`src/rtl/arb_pkg.sv`:
```
// Shared state and mode encodings for the priority_arb_rr arbiter family.
package arb_pkg;

    typedef enum logic {ARB_IDLE, ARB_GRANT} arb_state_t;

    localparam logic ARB_MODE_FIXED = 1'b0;
    localparam logic ARB_MODE_RR    = 1'b1;

endpackage

```
`src/rtl/arb_winner.sv`:
```
// Combinational winner search over an N-bit request vector, fixed-priority or round-robin.
// Reusable by any arbiter that keeps its own last-winner index.
module arb_winner
    import arb_pkg::*;
#(
    parameter int N = 4
) (
    input  logic [N-1:0]         req,
    input  logic [N-1:0]         mask,
    input  logic [$clog2(N)-1:0] last_idx,
    input  logic                 mode,
    output logic                 found,
    output logic [$clog2(N)-1:0] win_idx
);

    localparam int IDX_W = $clog2(N);

    logic [N-1:0] cand;
    int           start;
    int           pos;

    assign cand = req & ~mask;

    // Search order is start-1, start-2, ... wrapping to start; fixed mode is the
    // same walk anchored at 0, which gives MSB-first priority.
    always_comb begin
        // NOTE: every output gets a default first, so no path through the block can infer a latch.
        found   = 1'b0;
        win_idx = '0;
        start   = (mode == ARB_MODE_RR) ? int'(last_idx) : 0;
        pos     = 0;
        // Walk from lowest priority to highest so the final hit is the winner.
        for (int k = N; k >= 1; k--) begin
            pos = start - k;
            if (pos < 0) begin
                pos = pos + N;
            end
            if (cand[IDX_W'(pos)]) begin
                found   = 1'b1;
                win_idx = IDX_W'(pos);
            end
        end
    end

endmodule

```
`src/rtl/priority_arb_rr.sv`:
```
// Registered N-requester arbiter (fixed priority or round-robin) with grant locking.
// Define ARB_BURST_LIMIT_EN to force release after MAX_BURST cycles when others are waiting.
module priority_arb_rr
    import arb_pkg::*;
#(
    parameter int N         = 4,
    parameter int MAX_BURST = 8
) (
    input  logic                 clock,
    input  logic                 reset_n,
    input  logic                 en,
    input  logic                 mode,
    input  logic [N-1:0]         req,
    output logic [N-1:0]         gnt,
    output logic                 gnt_valid,
    output logic [$clog2(N)-1:0] gnt_idx
);

    localparam int IDX_W = $clog2(N);

    if (N < 2 || MAX_BURST < 1) begin : g_param_check
        $error("priority_arb_rr: N must be >= 2 and MAX_BURST >= 1");
    end

    arb_state_t       state_q, state_d;
    logic [N-1:0]     gnt_q, gnt_d;
    logic             gnt_valid_q, gnt_valid_d;
    logic [IDX_W-1:0] gnt_idx_q, gnt_idx_d;
    logic [IDX_W-1:0] last_idx_q, last_idx_d;
    logic             win_found;
    logic [IDX_W-1:0] win_idx;
    logic             burst_hit;
    logic             release_grant;

    // The current grant is the mask: harmless when its request has dropped, and
    // exactly the exclusion needed on a burst-limit release.
    arb_winner #(.N(N)) u_winner (
        .req      (req),
        .mask     (gnt_q),
        .last_idx (last_idx_q),
        .mode     (mode),
        .found    (win_found),
        .win_idx  (win_idx)
    );

`ifdef ARB_BURST_LIMIT_EN
    localparam int               CNT_W     = $clog2(MAX_BURST + 1);
    localparam logic [CNT_W-1:0] BURST_MAX = CNT_W'(MAX_BURST);

    logic [CNT_W-1:0] burst_q, burst_d;

    assign burst_hit = (burst_q == BURST_MAX) && |(req & ~gnt_q);

    always_comb begin
        burst_d = burst_q;
        if (state_d == ARB_IDLE) begin
            burst_d = '0;
        end else if (state_q == ARB_IDLE || release_grant) begin
            burst_d = CNT_W'(1);
        end else if (burst_q != BURST_MAX) begin
            burst_d = burst_q + CNT_W'(1);
        end
    end

    always_ff @(posedge clock or negedge reset_n) begin
        if (!reset_n) begin
            burst_q <= '0;
        end else begin
            burst_q <= burst_d;
        end
    end
`else
    assign burst_hit = 1'b0;
`endif

    assign release_grant = !req[gnt_idx_q] || burst_hit;

    always_comb begin
        // NOTE: combinational blocks use blocking '=' so later statements see earlier results.
        state_d     = state_q;
        gnt_d       = gnt_q;
        gnt_valid_d = gnt_valid_q;
        gnt_idx_d   = gnt_idx_q;
        last_idx_d  = last_idx_q;
        if (!en) begin
            state_d     = ARB_IDLE;
            gnt_d       = '0;
            gnt_valid_d = 1'b0;
            gnt_idx_d   = '0;
        end else if (state_q == ARB_IDLE || release_grant) begin
            if (win_found) begin
                state_d     = ARB_GRANT;
                gnt_d       = N'(1) << win_idx;
                gnt_valid_d = 1'b1;
                gnt_idx_d   = win_idx;
                last_idx_d  = win_idx;
            end else begin
                state_d     = ARB_IDLE;
                gnt_d       = '0;
                gnt_valid_d = 1'b0;
                gnt_idx_d   = '0;
            end
        end
    end

    always_ff @(posedge clock or negedge reset_n) begin
        // NOTE: sequential state uses non-blocking '<=' so all flops update from pre-edge values.
        if (!reset_n) begin
            state_q     <= ARB_IDLE;
            gnt_q       <= '0;
            gnt_valid_q <= 1'b0;
            gnt_idx_q   <= '0;
            last_idx_q  <= '0;
        end else begin
            state_q     <= state_d;
            gnt_q       <= gnt_d;
            gnt_valid_q <= gnt_valid_d;
            gnt_idx_q   <= gnt_idx_d;
            last_idx_q  <= last_idx_d;
        end
    end

    assign gnt       = gnt_q;
    assign gnt_valid = gnt_valid_q;
    assign gnt_idx   = gnt_idx_q;

endmodule
```
`config.mk`:
```
export PLATFORM = sky130hd
export DESIGN_NAME = priority_arb_rr
export DESIGN_NICKNAME = d
export VERILOG_FILES = /design/src/rtl/arb_pkg.sv /design/src/rtl/arb_winner.sv /design/src/rtl/priority_arb_rr.sv
export SDC_FILE = /design/constraint.sdc
export NUM_CORES = 1
export LEC_CHECK = 0
export BUFFER_PORTS_ARGS = -buffer_cell sky130_fd_sc_hd__buf_2
export CAP_MARGIN = 20
export CELL_PAD_IN_SITES_DETAIL_PLACEMENT = 0
export CELL_PAD_IN_SITES_GLOBAL_PLACEMENT = 2
export CORE_ASPECT_RATIO = 0.8
export CORE_MARGIN = 2
export CORE_UTILIZATION = 29
export CTS_CLUSTER_SIZE = 20
export DETAILED_ROUTE_END_ITERATION = 8
export GPL_TIMING_DRIVEN = 0
export PLACE_DENSITY_LB_ADDON = 0.3
export SYNTH_ARGS = -nofsm -noshare
export SYNTH_HDL_FRONTEND = slang
export SYNTH_SLANG_ARGS = --single-unit
```
`constraint.sdc`:
```
create_clock -name clock -period 1.7 [get_ports clock]
set_clock_uncertainty 0.1 [all_clocks]
set_input_delay 0.085 -clock clock [delete_from_list [all_inputs] [get_ports clock]]
set_output_delay 0.085 -clock clock [all_outputs]
set_load 0.01 [all_outputs]
```
==> flow_summary.toml, run 1 <==
[synth]
syn-num-nets = 62
netlist_area_um2 = 539.3
synth_cell_type_count = 29
synthArstFlopShare_pct = 100.0
ys.flop_type = "dfrtp_1"
ys_ff_latch = 9
synthesis.instances = 54
synth_warnings = 0
synth.yosys.seq_area_share_pct = 41.76
synth.avg_cell_area_um2 = 9.986
synth_edf_count = 0

[timing]
fin_crit_ns = 1.649
setup_viol = 0
hold_violations = 0
worst_pin_slew_ns = 0.3051
fin_crit_sh_pct = 96.98
max_freq_mhz = 606.6
grt_setup_unrepaired = "yes"
slew_viol_final = 0
relSlewSlack_pct = 79.59

[critical_path]
path_depth = 5
cp.arrival_ns = 1.70
cp_num_buf_inv = 0
required_ns = 1.75
critPathMaxFanout = 6
worstSetupPathType = "register to register"
worstSetupStartpointType = "register"
slowest_delay_ns = 0.39
critPathSlowestCell = "dfrtp_1"
end_kind = "register"
reg2regPathDepth = 5
crit_chain = "and2b_4 > o41ai_4 > or2_4 > nor2_2 > a22o_1"
crit_family = "compound AO/OA/AOI/OAI gates"

[finish]
final_nets = 82
final_cell_mix = "14 x buf_2, 9 x dfrtp_1, 7 x nand2_1"
drive_above_1_share_pct = 41.10
layout_commonest_cell = "buf_2"
area_growth_pct = 34.34
nFillCells = 179
antenna_cells = 0
fin_util_pct = 42.83
finalNonFillerCells = 95

[global_routing]
grt_max_degree = 10
grt_pass1_vias = 514
grt_usage_pct = 13.88
antenna_found_initial = 0
gr-total-overflow = 0
grt_pass1_wl_um = 2263

[die]
start_util_pct = 31.88
die_w_um = 52.21
design.die.area_mm2 = 0.002223
die_y_um = 42.57
core.rowCount = 13
floorplan.core_area_mm2 = 0.001692
ios = 15

[place]
dp_hpwl_um = 965.1
place_congestion = 0.7224
dp_cells = 90
io_buffers = 14

[run]
drv_cap = 0

[route]
drtIter0Drc = 0
wl_per_cell_um = 13.58
drt_pass1_iterations = 1
dr_total_vias = 480
drt_wl_total_um = 1290
viasPerCell = 5.053
antenna_left = 0
drc = 0

[worst_hold_path]
hold_class = "input port to asynchronous set/reset pin"

[cts]
numCtsBuffers = 3
root_buffer = "clkbuf_4"
cts_sinks = 9
cts_setup_buffers = 0
cts_tree = "built"
cts_max_path_buffers = 2
htreeDepth = 1
clk_pin_slew_ns = 0.06
insertion_delay_ns = 0.26

[power_and_ir_drop]
power_density_mw_per_mm2 = 1324
total_power_w = 0.0009593
clkPwrFrac_pct = 17.2
p_seq_share_pct = 39.6
p_sw_w = 0.0003972
ir_worst_vdd_v = 0.0006381
p_int_w = 0.0005621
p_leak_nw = 0.3371
power_switching_share_pct = 41.41
power_frac_comb_pct = 43.3

[status]
status = "finished, final reports clean"
[cells by family after synthesis]
logic type             share of synthesized area (%)
and+or+nand+nor                                23.90
AOI/OAI and AO/OA                              28.54
DFF                                            41.76
buffers and inverters                          2.088
muxes                                          3.712
[flip-flops by register name, indices dropped and copies added (netlist names)]
signal	flops
gnt_idx	2
gnt_valid	1
last_idx_q	2
gnt	4
[cell usage after synthesis (2+ instances only)]
cell type | count | area share [%]
mux2i_1 | 2 | 3.7
nor2b_2 | 2 | 3.2
nand2_1 | 7 | 4.9
dfrtp_1 | 9 | 42
o31ai_2 | 2 | 4.6
o21ai_0 | 4 | 3.7
nor2_1 | 3 | 2.1
a21o_1 | 2 | 2.8
o22ai_1 | 2 | 2.3
inv_1 | 2 | 1.4
[final cells by class]
class | count | area, µm² | share of cell area [%]
Multi-Input combinational cell | 42 | 347.8 | 48.01
Timing Repair Buffer | 16 | 90.09 | 12.44
Clock buffer | 4 | 26.28 | 3.627
Inverter | 2 | 7.507 | 1.036
Tap cell | 22 | 27.53 | 3.800
Sequential cell | 9 | 225.2 | 31.09
[stage by stage]
stage / worst slack [ns] / hold slack (ns) / area [µm²] / TNS, ns
floorplan: 0.1270 / -0.3106 / 539.3 / 0
global placement: 0.02707 / -0.1561 / 636.9 / 0
detailed placement: 0.006391 / -0.1550 / 636.9 / 0
CTS: 0.02468 / 0.08791 / 694.4 / 0
global route: -0.01073 / 0.1155 / 724.4 / -0.01960
finish: 0.05142 / 0.09838 / 724.4 / 0
[power by group through the flow]
| stage | clock network, W | registers (W) | logic (W) |
|---|---|---|---|
| floorplan | 0 | 0.000376 | 0.000238 |
| global placement | 0 | 0.000379 | 0.000360 |
| detailed placement | 0 | 0.000376 | 0.000359 |
| CTS | 0.000174 | 0.000372 | 0.000372 |
| global route | 0.000190 | 0.000397 | 0.000457 |
| finish | 0.000165 | 0.000379 | 0.000415 |
[what timing repair did]
action | 4_1_cts | 5_1_grt
endpoints found under the setup margin | 1 | 8
gates resized for setup | 1 | 8
hold buffers | 2 | 0
endpoints found under the hold margin | 10 | 0
[worst paths after layout]
| kind | start | to | slack, ns |
|---|---|---|---|
| min reg2reg | gnt_idx[0] | gnt_idx[0] | 0.46 |
| max | gnt[0] | gnt[2] | 0.05 |
| max in group asynchronous | reset_n | gnt_idx[1] | 1.22 |
| min | reset_n | gnt[2] | 0.1 |
| max reg2reg | gnt[0] | gnt[2] | 0.05 |
| min in group clock | req[0] | gnt_valid | 0.21 |
[metal layers]
layer | vias to the layer above | part of all wire (%) | GRT usage, %
met3 | 2 | 4.8 | 2.143
met5 | - | 0 | 0
met1 | 231 | 52 | 20.18
met4 | 0 | 0.78 | 7.692
met2 | 9 | 43 | 19.24
li1 | 238 | - | -
(Power assumes the default switching activity.)
==> run 2, diff against run 1 <==
--- a/config.mk
+++ b/config.mk
@@ -5,15 +5,14 @@
 export SDC_FILE = /design/constraint.sdc
 export NUM_CORES = 1
 export LEC_CHECK = 0
-export BUFFER_PORTS_ARGS = -buffer_cell sky130_fd_sc_hd__buf_2
 export CAP_MARGIN = 20
 export CELL_PAD_IN_SITES_DETAIL_PLACEMENT = 0
 export CELL_PAD_IN_SITES_GLOBAL_PLACEMENT = 2
-export CORE_ASPECT_RATIO = 0.8
 export CORE_MARGIN = 2
-export CORE_UTILIZATION = 29
+export CORE_UTILIZATION = 34
 export CTS_CLUSTER_SIZE = 20
 export DETAILED_ROUTE_END_ITERATION = 8
+export DONT_BUFFER_PORTS = 1
 export GPL_TIMING_DRIVEN = 0
 export PLACE_DENSITY_LB_ADDON = 0.3
 export SYNTH_ARGS = -nofsm -noshare
==> flow_summary.toml, run 2 (same netlist as run 1, synthesis figures left out) <==
[status]
status = "finished, final reports clean"

[cts]
insertion_delay_ns = 0.26
cts_sinks = 9
clk_pin_slew_ns = 0.06
root_buffer = "clkbuf_4"
cts_max_path_buffers = 2
cts_tree = "built"
numCtsBuffers = 3
htreeDepth = 1

[die]
start_util_pct = 36.22
die_y_um = 43.83
core.rowCount = 14
floorplan.core_area_mm2 = 0.001489
design.die.area_mm2 = 0.001921
die_w_um = 43.83
ios = 15

[timing]
max_freq_mhz = 595.0
worst_pin_slew_ns = 0.4202
grt_setup_unrepaired = "yes"
fin_crit_sh_pct = 98.87
setup_viol = 0
relSlewSlack_pct = 71.90
fin_crit_ns = 1.681
hold_violations = 0
fin_ws_ns = 0.01925
slew_viol_final = 0

[power_and_ir_drop]
p_sw_w = 0.0003897
p_seq_share_pct = 44.0
ir_worst_vdd_v = 0.0005531
power_switching_share_pct = 42.02
power_density_mw_per_mm2 = 1401
power_frac_comb_pct = 38.2
clkPwrFrac_pct = 17.7
p_int_w = 0.0005377
p_leak_nw = 0.2834

[route]
dr_total_vias = 441
drc = 0
viasPerCell = 5.803
wl_per_cell_um = 16.74
drtIter0Drc = 4
drt_wl_total_um = 1272
drt_pass1_iterations = 4
antenna_left = 0

[finish]
largest_reg_flops = 4
final_cell_mix = "8 x dfrtp_1, 7 x nand2_1, 4 x o21ai_0"
final_nets = 69
final_area_um2 = 661.9
nFillCells = 155
finalNonFillerCells = 76
fin_util_pct = 44.45
antenna_cells = 0
layout_commonest_cell = "dfrtp_1"
drive_above_1_share_pct = 31.67
area_growth_pct = 22.74

[critical_path]
reg2regPathDepth = 5
required_ns = 1.75
end_kind = "register"
critPathMaxFanout = 6
worstSetupPathType = "register to register"
worstSetupStartpointType = "register"
cp.arrival_ns = 1.73

[global_routing]
grt_pass1_vias = 461
grt_usage_pct = 15.23
grt_max_degree = 10
grt_pass1_wl_um = 2125
antenna_found_initial = 0
gr-total-overflow = 0

[worst_hold_path]
hold_class = "input port to register"
hold_depth = 3

[place]
dp_cells = 70
dpl_cell_area_um2 = 559.3
io_buffers = 0
dp_hpwl_um = 935.3
pre_cts_ws_ns = -0.06215
place_congestion = 0.6770

[run]
drv_cap = 0
-- run 2: changes by cell type in the layout (fill, tap and decap cells not counted), sizes merged --
cell / change
buf: -13
-- run 2: cell type report --
class / count / area (µm²) / share of cell area (%)
multi-input cells: 42 / 354.1 / 53.50
flip-flops and latches: 9 / 226.5 / 34.22
repair buffers: 3 / 27.53 / 4.159
clock buffers: 4 / 26.28 / 3.970
well taps: 16 / 20.02 / 3.025
inverters: 2 / 7.507 / 1.134
-- run 2: critical path, stage by stage, from the launching register on --
cell	delay (ns)
dfrtp_1	0.47
nor2b_4	0.11
a2111o_1	0.46
o31ai_4	0.08
nor3_4	0.09
a32o_1	0.25
-- run 2: path summary, 6_finish.rpt --
kind,start,endpoint,slack [ns]
worst min-delay path,en,gnt_valid,0.07
min in group asynchronous,reset_n,last_idx_q[1],0.09
worst min register to register,gnt[0],gnt[0],0.46
worst max-delay path,gnt[2],gnt[0],0.02
worst max register to register,gnt[2],gnt[0],0.02
max in group asynchronous,reset_n,gnt[0],1.09
-- run 2: timing repair --
action	4_1_cts	5_1_grt
pin swaps	0	1
buffers inserted	0	1
hold endpoints to repair	11	0
endpoints found under the setup margin	6	9
hold buffers	2	0
resized for setup	5	5
-- run 2: power by group through the flow --
stage | clock network, W | logic [W] | registers [W]
after CTS | 0.000172 | 0.000330 | 0.000402
final | 0.000165 | 0.000354 | 0.000408
after global placement | 0 | 0.000280 | 0.000409
after detailed placement | 0 | 0.000282 | 0.000406
after floorplan | 0 | 0.000238 | 0.000376
after global routing | 0.000184 | 0.000387 | 0.000423
-- run 2: routing by layer --
| metal | vias to the layer above | global-route usage (%) | share of wire [%] |
|---|---|---|---|
| met4 | 0 | 5.455 | 0.31 |
| met3 | 2 | 5.833 | 7.7 |
| met1 | 211 | 20.05 | 44 |
| met5 | - | 0 | 0 |
| met2 | 15 | 22.65 | 48 |
| li1 | 213 | - | - |
-- run 2: stage by stage --
step	hold WS (ns)	TNS (ns)	power (W)
finish	0.07081	0	0.0009273
CTS	0.1020	-0.01791	0.0009040
floorplan	-0.3106	0	0.0006141
global placement	-0.3104	-0.07888	0.0006890
global route	0.1102	-0.1010	0.0009942
detailed placement	-0.3104	-0.1595	0.0006885
==> run 3, diff against run 2 <==
--- a/config.mk
+++ b/config.mk
@@ -14,7 +14,7 @@
 export DETAILED_ROUTE_END_ITERATION = 8
 export DONT_BUFFER_PORTS = 1
 export GPL_TIMING_DRIVEN = 0
-export PLACE_DENSITY_LB_ADDON = 0.3
+export PLACE_DENSITY_LB_ADDON = 0.1
 export SYNTH_ARGS = -nofsm -noshare
 export SYNTH_HDL_FRONTEND = slang
 export SYNTH_SLANG_ARGS = --single-unit
==> flow_summary.toml, run 3 (same netlist as run 1, synthesis figures left out) <==
[status]
status = "finished, final reports clean"

[power_and_ir_drop]
p_leak_nw = 0.2952
ir_worst_vdd_v = 0.0005667
power_density_mw_per_mm2 = 1393

[critical_path]
end_kind = "register"
r2r-end = "gnt[0]"
cp.arrival_ns = 1.77
r2r-start = "gnt[0]"
crit_chain = "and2b_4 > o22a_1 > o31ai_4 > nor3_4 > a32o_1"
reg2reg_slack_ns = 0.02
reg2regPathDepth = 5
crit_family = "simple AND/OR/NAND/NOR gates"
critPathSlowestCell = "dfrtp_1"
worstSetupStartpointType = "register"
cp_num_buf_inv = 0
worstSetupPathType = "register to register"
slowest_delay_ns = 0.43
critPathMaxFanout = 6
required_ns = 1.79

[global_routing]
grt_usage_pct = 14.68
antenna_found_initial = 0
grt_max_degree = 10
grt_pass1_wl_um = 2014
gr-total-overflow = 0
grt_pass1_vias = 479

[finish]
largest_reg_flops = 4
area_growth_pct = 27.15
layout_commonest_cell = "dfrtp_1"
final_cell_mix = "9 x dfrtp_1, 7 x nand2_1, 3 x nor2_1, 3 x clkbuf_4"
final_nets = 71
antenna_cells = 0
regArea_um2 = 225.2
final_area_um2 = 685.7
nFillCells = 153
drive_above_1_share_pct = 32.26
multiInputGateArea_um2 = 351.6

[place]
io_buffers = 0
place_congestion = 0.7006
dp_hpwl_um = 987.2
dpl_cell_area_um2 = 559.3

[cts]
numCtsBuffers = 3
insertion_delay_ns = 0.25
htreeDepth = 1
clk_pin_slew_ns = 0.06
cts_tree = "built"
root_buffer = "clkbuf_4"
cts_sinks = 9
cts_max_path_buffers = 2

[worst_hold_path]
hold_depth = 3
holdPathEnd = "gnt_valid"
hold_class = "input port to register"
min-delay-start = "en"

[timing]
grt_setup_unrepaired = "yes"
hold_violations = 0
slew_viol_final = 0
fin_crit_sh_pct = 98.89
worst_pin_slew_ns = 0.4120
relSlewSlack_pct = 72.44
setup_viol = 0
worst_hold_slack_ns = 0.08775
max_freq_mhz = 594.8
fin_crit_ns = 1.681

[die]
die_w_um = 43.83
die_y_um = 43.83
design.die.area_mm2 = 0.001921
ios = 15
core.rowCount = 14
floorplan.core_area_mm2 = 0.001489
start_util_pct = 36.22

[run]
drv_cap = 0

[route]
antenna_left = 0
dr_total_vias = 455
drtIter0Drc = 10
drt_pass1_iterations = 4
drc = 0
drt_wl_total_um = 1290
viasPerCell = 5.833
wl_per_cell_um = 16.54
[run 3: changes by cell type in the layout (fill, tap and decap cells not counted), sizes merged]
cell  previous run  this run
buf              1         3
[run 3: worst max-delay path by stage]
stage | start | end | slack (ns) | cells past startpoint
after global placement | gnt[0] | gnt[2] | -0.004 | 5
after detailed placement | gnt[0] | gnt[2] | -0.03 | 5
after global routing | gnt[0] | gnt[0] | -0.04 | 5
after floorplan | gnt[0] | gnt[2] | 0.13 | 5
final | gnt[0] | gnt[0] | 0.02 | 5
after CTS | gnt[0] | gnt[0] | -0.02 | 5
[run 3: timing repair]
item | CTS | global route
setup buffers | 1 | 2
resized for setup | 5 | 6
hold buffers | 2 | 0
hold endpoints to repair | 10 | 0
setup endpoints to repair | 5 | 8
pin swaps | 1 | 8
[run 3: final cells by class]
cell class / count / share of cell area, %
timing repair buffer: 5 / 8.029
tap: 16 / 2.920
clock buffer: 4 / 3.832
sequential: 9 / 32.85
multi-input combinational: 42 / 51.28
inverter: 2 / 1.095
[run 3: per-stage QoR]
step | utilization, % | total power, W | worst slack, ns | TNS, ns | std cells
2_1_floorplan | - | 0.0006141 | 0.1270 | 0 | 54
3_3_place_gp | 37.56 | 0.0006748 | -0.003969 | -0.003969 | 70
3_5_place_dp | 37.56 | 0.0006904 | -0.02986 | -0.07126 | 70
5_1_grt | 46.05 | 0.001026 | -0.04157 | -0.1043 | 78
6_report | 46.05 | 0.0009554 | 0.01888 | 0 | 78
4_1_cts | 43.95 | 0.0009260 | -0.01608 | -0.02188 | 77
[run 3: power breakdown]
group | internal (W) | leakage [nW] | switching, W | total [W]
Combinational | 0.000189 | 0.165 | 0.000194 | 0.000382
Clock | 0.0000901 | 0.0150 | 0.0000698 | 0.000160
Sequential | 0.000280 | 0.115 | 0.000133 | 0.000413
Total | 0.000558 | 0.295 | 0.000397 | 0.000955
[run 3: routing by layer]
| layer | up-vias | part of all wire (%) | global-route usage, % |
|---|---|---|---|
| met5 | - | 0 | 0 |
| met4 | 0 | 0.62 | 9.091 |
| met3 | 2 | 4.0 | 2.917 |
| met2 | 7 | 55 | 24.71 |
| met1 | 228 | 40 | 16.88 |
| li1 | 218 | - | - |
[run 3: worst reg2reg max path, delay by kind of cell, from the launching register on]
family | cells | cell delay [ns]
flip-flops | 1 | 0.43
AO/OA/AOI/OAI | 3 | 0.46
AND/OR/NAND/NOR | 2 | 0.62
